<file path="src/rtl/game_sched.sv">
// Game flow controller for the dinosaur runner: IDLE/RUN/DEAD sequencing, collision, score and enemy step pacing.
// Optional GAME_SCHED_HISCORE_EN adds a hiscore output that keeps the best score across restarts.
module game_sched #(
    parameter int DATALEN      = 20,
    parameter int DATACOUNT    = 4,
    parameter int X_W          = 10,
    parameter int Y_W          = 10,
    parameter int OBJ_W        = 16,
    parameter int OBJ_H        = 16,
    parameter int START_PERIOD = 4,
    parameter int MIN_PERIOD   = 1,
    parameter int SPEEDUP_PTS  = 100,
    parameter int DEAD_HOLD    = 30
) (
    input  logic                           clock,
    input  logic                           rst,
    input  logic                           frame_tick,
    input  logic                           jump,
    input  logic [DATALEN*DATACOUNT-1:0]   gamedata,
    output logic                           run,
    output logic                           game_over,
    output logic                           enemy_step,
    output logic [13:0]                    score,
    output logic [2:0]                     period
`ifdef GAME_SCHED_HISCORE_EN
    ,
    output logic [13:0]                    hiscore
`endif
);

    localparam logic [1:0] ST_IDLE = 2'd0;
    localparam logic [1:0] ST_RUN  = 2'd1;
    localparam logic [1:0] ST_DEAD = 2'd2;

    localparam int PTS_W  = $clog2(SPEEDUP_PTS);
    localparam int HOLD_W = $clog2(DEAD_HOLD + 1);

    localparam logic [13:0]       SCORE_MAX = 14'd9999;
    localparam logic [2:0]        PER_START = 3'(START_PERIOD);
    localparam logic [2:0]        PER_MIN   = 3'(MIN_PERIOD);
    localparam logic [PTS_W-1:0]  PTS_LAST  = PTS_W'(SPEEDUP_PTS - 1);
    localparam logic [HOLD_W-1:0] HOLD_MAX  = HOLD_W'(DEAD_HOLD);
    localparam logic [X_W:0]      OBJ_WX    = (X_W + 1)'(OBJ_W);
    localparam logic [Y_W:0]      OBJ_HY    = (Y_W + 1)'(OBJ_H);

    logic [1:0]        state;
    logic              jump_prev;
    logic              jp;
    logic [2:0]        fcnt;
    logic [PTS_W-1:0]  pts;
    logic [HOLD_W-1:0] hold;
    logic              coll;
    logic [X_W:0]      px, ex;
    logic [Y_W:0]      py, ey;

    assign jp = jump & ~jump_prev;

    // One extra bit on every coordinate keeps the box-edge sums from wrapping.
    always_comb begin
        px   = {1'b0, gamedata[X_W-1:0]};
        py   = {1'b0, gamedata[DATALEN-1:X_W]};
        ex   = '0;
        ey   = '0;
        coll = 1'b0;
        for (int unsigned i = 1; i < DATACOUNT; i++) begin
            ex = {1'b0, gamedata[i*DATALEN +: X_W]};
            ey = {1'b0, gamedata[i*DATALEN + X_W +: Y_W]};
            if ((ex != '0) && (px < ex + OBJ_WX) && (ex < px + OBJ_WX) &&
                (py < ey + OBJ_HY) && (ey < py + OBJ_HY))
                coll = 1'b1;
        end
    end

    always_ff @(posedge clock) begin
        if (!rst) begin
            state      <= ST_IDLE;
            run        <= 1'b0;
            game_over  <= 1'b0;
            enemy_step <= 1'b0;
            score      <= '0;
            period     <= PER_START;
            fcnt       <= '0;
            pts        <= '0;
            hold       <= '0;
            jump_prev  <= 1'b0;
`ifdef GAME_SCHED_HISCORE_EN
            hiscore    <= '0;
`endif
        end else begin
            jump_prev  <= jump;
            enemy_step <= 1'b0;
            case (state)
                ST_IDLE: begin
                    if (jp) begin
                        state  <= ST_RUN;
                        run    <= 1'b1;
                        score  <= '0;
                        period <= PER_START;
                        fcnt   <= '0;
                        pts    <= '0;
                    end
                end
                ST_RUN: begin
                    if (frame_tick) begin
                        if (coll) begin
                            state     <= ST_DEAD;
                            run       <= 1'b0;
                            game_over <= 1'b1;
                            hold      <= '0;
`ifdef GAME_SCHED_HISCORE_EN
                            if (score > hiscore)
                                hiscore <= score;
`endif
                        end else begin
                            if (score != SCORE_MAX) begin
                                score <= score + 14'd1;
                                if (pts == PTS_LAST) begin
                                    pts <= '0;
                                    if (period > PER_MIN)
                                        period <= period - 3'd1;
                                end else begin
                                    pts <= pts + 1'b1;
                                end
                            end
                            // A counter left beyond a shortened period just reloads without stepping.
                            if (fcnt >= period - 3'd1) begin
                                fcnt       <= '0;
                                enemy_step <= (fcnt == period - 3'd1);
                            end else begin
                                fcnt <= fcnt + 3'd1;
                            end
                        end
                    end
                end
                ST_DEAD: begin
                    if (frame_tick && (hold != HOLD_MAX))
                        hold <= hold + 1'b1;
                    if (jp && (hold == HOLD_MAX)) begin
                        state     <= ST_IDLE;
                        game_over <= 1'b0;
                        score     <= '0;
                    end
                end
                default: begin
                    state     <= ST_IDLE;
                    run       <= 1'b0;
                    game_over <= 1'b0;
                end
            endcase
        end
    end

endmodule

</file>
<file path="config.mk">
export PLATFORM = sky130hd
export DESIGN_NAME = game_sched
export DESIGN_NICKNAME = d
export VERILOG_FILES = /design/src/rtl/game_sched.sv
export SDC_FILE = /design/constraint.sdc
export NUM_CORES = 1
export LEC_CHECK = 0
export CORE_AREA = 2 2 101 103
export CTS_BUF_LIST = sky130_fd_sc_hd__clkbuf_16
export CTS_CLUSTER_DIAMETER = 200
export DETAILED_ROUTE_END_ITERATION = 10
export DIE_AREA = 0 0 103 105
export GPL_ROUTABILITY_DRIVEN = 0
export GPL_TIMING_DRIVEN = 0
export PLACE_DENSITY = 0.81
export SYNTH_ARGS = -nofsm -noshare
export SYNTH_HDL_FRONTEND = slang
export SYNTH_SLANG_ARGS = --single-unit
</file>
<file path="constraint.sdc">
create_clock -name clock -period 4.13 [get_ports clock]
set_input_delay 1.0325 -clock clock [delete_from_list [all_inputs] [get_ports clock]]
set_output_delay 1.0325 -clock clock [all_outputs]
set_load 0.01 [all_outputs]
</file>
==> results by stage <==
STA:
- The tightest slew margin relative to the limit is 0.6455.
- At the pin with the least slew margin, the transition time is roughly 530 ps.
- The largest clock skew in the final design is 2.735 ps.
- The worst hold slack across all endpoints is 476.6 ps.
- Derived from the worst setup path, the maximum achievable clock frequency is 252.5 MHz.
- Setup repair after global routing left no endpoint under its margin.
- The share of the clock period used by the worst path after layout is 0.9589.
- The max-slew violation count is 0.
- The number of setup violations in the final report is 0.
- The final hold violation count is 0.
- The final critical delay including setup and external delays is around 4000 ps.

Routing:
- After the first detailed-routing iteration, the DRC count stood at 219.
- The count of nets left with antenna violations once routing finished came out at 0.
- Dividing the detail-routed wire length by the instance count gives 16.19 um.
- For this run, the detailed router's first-pass iteration total came to 4.
- For this run, design rule violations remaining after detail routing come to 0.
- Routed signal wires occupy layers up through met4.
- Dividing the detail-routed via count by the number of cells gives 6.057.
- For this block, the routed nets add up to 14560 um of wire.
- Summed over all nets, wire length on met3 after detailed routing comes to 655 um.
- For this block, the via count after detailed routing is 5445.
- The met1 layer wirelength in the final routing is about 6100 um.
- Detailed routing placed a total of roughly 7400 um of wire on met2.

Pwr:
- The total power of the final layout is 1.438 mW.
- The power density of the placed cells is between 200 and 250 mW/mm^2.
- The worst-case IR drop observed on VDD is 157.6 uV.
- The analysis attributes to cell leakage a power of between 3 and 4 nW.

Placed design:
- The cell area after placement is ~0.0064 mm^2.
- During placement, the flow inserted port buffers numbering 103.
- In this run, placement finished with an instance count of 888.
- The placed wire-length estimate after detailed placement is 11920 um.

Synth:
- The total standard cell area after synthesis is around 0.0052 mm^2.
- Yosys mapped a number of flops with a built-in enable equal to 0.
- The number of synthesis warnings is 0.
- The sequential cell area fraction in the yosys report is 0.1469.
- The average footprint of a synthesized cell is 7.941 um^2.
- The post-synthesis async set-or-reset flop share is 0.
- The most common cell in the synthesized netlist is sky130_fd_sc_hd__ha_1.
- Counting every net in the synthesized netlist gives ~860.
- The distinct cell type count of the synthesized netlist is 60.
- In this run, synthesis produced a sequential element count of 38.
- In the post-synthesis netlist, the biggest area contributors are sky130_fd_sc_hd__ha_1, sky130_fd_sc_hd__dfxtp_1, sky130_fd_sc_hd__a21oi_1.
- The top-area cell type share of the netlist area is 0.2972.
- Synthesis produced a netlist whose cell count is 652.
- Ranked by instance count, the synthesized netlist is headed by sky130_fd_sc_hd__ha_1, sky130_fd_sc_hd__a21oi_1, sky130_fd_sc_hd__nand2_1.
- The dominant synthesized flop cell is sky130_fd_sc_hd__dfxtp_1.
- The cell taking the most area after synthesis is sky130_fd_sc_hd__ha_1.

Worst setup path:
- The critical path is of the in -> reg type.
- The most critical setup path has its startpoint at gamedata[17].
- For the worst setup path, the data required time is 4310 ps.
- STA classifies the critical path startpoint as a primary input.
- The kind of capture point of the worst setup path is a flop.
- The launching point of the worst reg2reg path is score[0]$_SDFFE_PN0P_.
- The top fanout value on the critical path is 6.
- The critical path arrival is about 4100 ps.

Floorplan:
- The count of pins on the block boundary is around 100.
- The vertical extent of the die is around 110 um.
- The core box area is roughly 0.0096 mm^2.
- The floorplan has 36 rows.
- The die width is 103 um.
- The effective utilization at floorplan is 0.5371.
- The die covers about 0.011 mm^2.

Min path:
- The type of the most critical hold path is reg -> reg.
- The worst hold path begins at game_over$_SDFFE_PN0P_.

Global routing:
- The via count of the first global-routing pass is roughly 5500.
- The wire length of the first global-routing pass is 24140 um.
- The largest net degree at the start of global routing is 14.
- The global-route usage over all layers is 0.2667.
- For this run the aggregate overflow at the end of global routing stands at 0.
- The number of antenna violations at the first check in global routing was 0.

Layout:
- The post-layout instance count excluding filler cells is 899.
- The number of nets in the layout is 972.
- 0 antenna diodes ended up in the layout.
- Of the cells placed in the final design, the portion with a size suffix greater than 1 is 0.06789.
- The area growth from synthesis to layout is 29.34%.
- The utilization after layout is 0.6947.
- The cell area after layout is 0.006696 mm^2.

CTS:
- The cell at the root of the clock tree is sky130_fd_sc_hd__clkbuf_16.
- CTS built an H-tree with a depth of 2.
- The number of hold buffers added after CTS is 0.
- The clock transition at the register clock pins on the worst setup and hold paths after CTS is 60 ps.
- In this run, CTS created clock tree buffers numbering 5.
- The clock insertion delay at the later pin of the skew report is 280 ps.
- The number of buffers between clock root and the deepest sink is 2.
- TritonCTS built the clock tree.
- The count of clock tree sinks is 38.

Flow run:
- Across the run, the number of max-cap violations was 0.

Outcome:
- The flow ran to the end, and the final reports show no timing, DRC or antenna violations.
area by class of cell:
cell class                      count  area (um^2)
Sequential cell                    38        760.7
Inverter                           45        168.9
Fill cell                         804         2943
Clock buffer                        5        125.1
Buffer                             12        71.32
Timing Repair Buffer              106         1080
Clock inverter                      3        45.04
Tap cell                          133        166.4
Multi-Input combinational cell    557         4279
layout by cell type (no fill, tap or decap), types with 4 or more instances in the layout:
| master | count |
|---|---|
| sky130_fd_sc_hd__nand2_1 | 56 |
| sky130_fd_sc_hd__nand3_1 | 45 |
| sky130_fd_sc_hd__and3_1 | 21 |
| sky130_fd_sc_hd__nor2b_1 | 9 |
| sky130_fd_sc_hd__or2_2 | 4 |
| sky130_fd_sc_hd__dlymetal6s2s_1 | 24 |
| sky130_fd_sc_hd__ha_1 | 117 |
| sky130_fd_sc_hd__xor2_1 | 21 |
| sky130_fd_sc_hd__clkdlybuf4s50_1 | 71 |
| sky130_fd_sc_hd__a211oi_1 | 7 |
| sky130_fd_sc_hd__nand4_1 | 15 |
| sky130_fd_sc_hd__xnor2_1 | 11 |
| sky130_fd_sc_hd__nand2b_1 | 11 |
| sky130_fd_sc_hd__nand4b_1 | 4 |
| sky130_fd_sc_hd__dfxtp_1 | 38 |
| sky130_fd_sc_hd__o211ai_1 | 10 |
| sky130_fd_sc_hd__o22ai_1 | 5 |
| sky130_fd_sc_hd__nor3_1 | 16 |
| sky130_fd_sc_hd__clkbuf_16 | 5 |
| sky130_fd_sc_hd__nor2_1 | 20 |
| sky130_fd_sc_hd__o21ai_0 | 22 |
| sky130_fd_sc_hd__inv_1 | 45 |
| sky130_fd_sc_hd__mux2i_1 | 4 |
| sky130_fd_sc_hd__a21oi_1 | 58 |
| sky130_fd_sc_hd__ha_2 | 5 |
| sky130_fd_sc_hd__o21ai_1 | 5 |
| sky130_fd_sc_hd__and2_1 | 4 |
| sky130_fd_sc_hd__or3_1 | 8 |
| sky130_fd_sc_hd__o21a_1 | 6 |
| sky130_fd_sc_hd__a22oi_1 | 4 |
| sky130_fd_sc_hd__a211o_1 | 6 |
| sky130_fd_sc_hd__clkbuf_1 | 8 |
| sky130_fd_sc_hd__o31ai_1 | 4 |
| sky130_fd_sc_hd__clkbuf_2 | 6 |
final timing paths:
path,to,slack [ps],cells past startpoint
setup / recovery,period[0]$_SDFFE_PN0P_,170,14
hold / removal,game_over$_SDFFE_PN0P_,480,2
setup reg to reg,score[9]$_SDFFE_PN0P_,1400,10
hold reg to reg,game_over$_SDFFE_PN0P_,480,2
critical path, cell delays in order:
cell and delay, ps:
sky130_fd_sc_hd__dlygate4sd2_1 370, sky130_fd_sc_hd__and3_1 240, sky130_fd_sc_hd__nand3_1 130, sky130_fd_sc_hd__xor2_2 200
sky130_fd_sc_hd__ha_1 320, sky130_fd_sc_hd__and3_1 150, sky130_fd_sc_hd__nand3_1 80, sky130_fd_sc_hd__o21ai_1 220
sky130_fd_sc_hd__a2111oi_2 110, sky130_fd_sc_hd__a311oi_2 330, sky130_fd_sc_hd__buf_6 190, sky130_fd_sc_hd__nand3_4 110
sky130_fd_sc_hd__or3_4 410, sky130_fd_sc_hd__o32ai_1 250
stage by stage:
stage / setup TNS, ps / setup WS (ps)
after floorplan: 0 / 515.3
after global placement: -13860 / -483.7
after detailed placement: -18620 / -615.3
after CTS: 0 / 15.16
after global routing: 0 / 12.79
final: 0 / 169.8
registers in the layout, summed over array words and instances, names as in the netlist:
signal,count
fcnt,3
score,14
state,2
period,3
jump_prev,1
run,1
game_over,1
enemy_step,1
pts,7
hold,5
logic make-up (layout without fill, tap and decap cells):
kind of cell             count (synthesis)  count (layout)  synth area share
buffers and inverters                   57             171           0.04640
flip-flops                              38              38            0.1469
AO/OA/AOI/OAI                          158             158            0.1950
XOR/XNOR                                37              37           0.06259
AND/OR/NAND/NOR                        234             234            0.2419
adder cells (fa/ha/maj)                123             123            0.2972
multiplexers                             5               5          0.009908
where the power goes:
group	switching [mW]	leakage [nW]	internal, mW
logic	0.342	2.68	0.276
clock network	0.153	0.0760	0.285
registers	0.00791	0.307	0.374
total	0.503	3.06	0.935
repair_timing:
| item | in CTS | in global routing |
|---|---|---|
| endpoints found under the setup margin | 36 | 33 |
| pin swaps | 1 | 4 |
| buffers inserted | 0 | 2 |
| resized for setup | 16 | 53 |
| gates cloned | 0 | 1 |
per-layer routing:
| metal | vias to the layer above | GRT usage |
|---|---|---|
| li1 | 2664 | - |
| met1 | 2549 | 0.3233 |
| met2 | 191 | 0.4768 |
| met3 | 41 | 0.02676 |
| met4 | 0 | 0.09586 |
| met5 | - | 0 |
No activity file was read; power rests on OpenSTA's default activity.
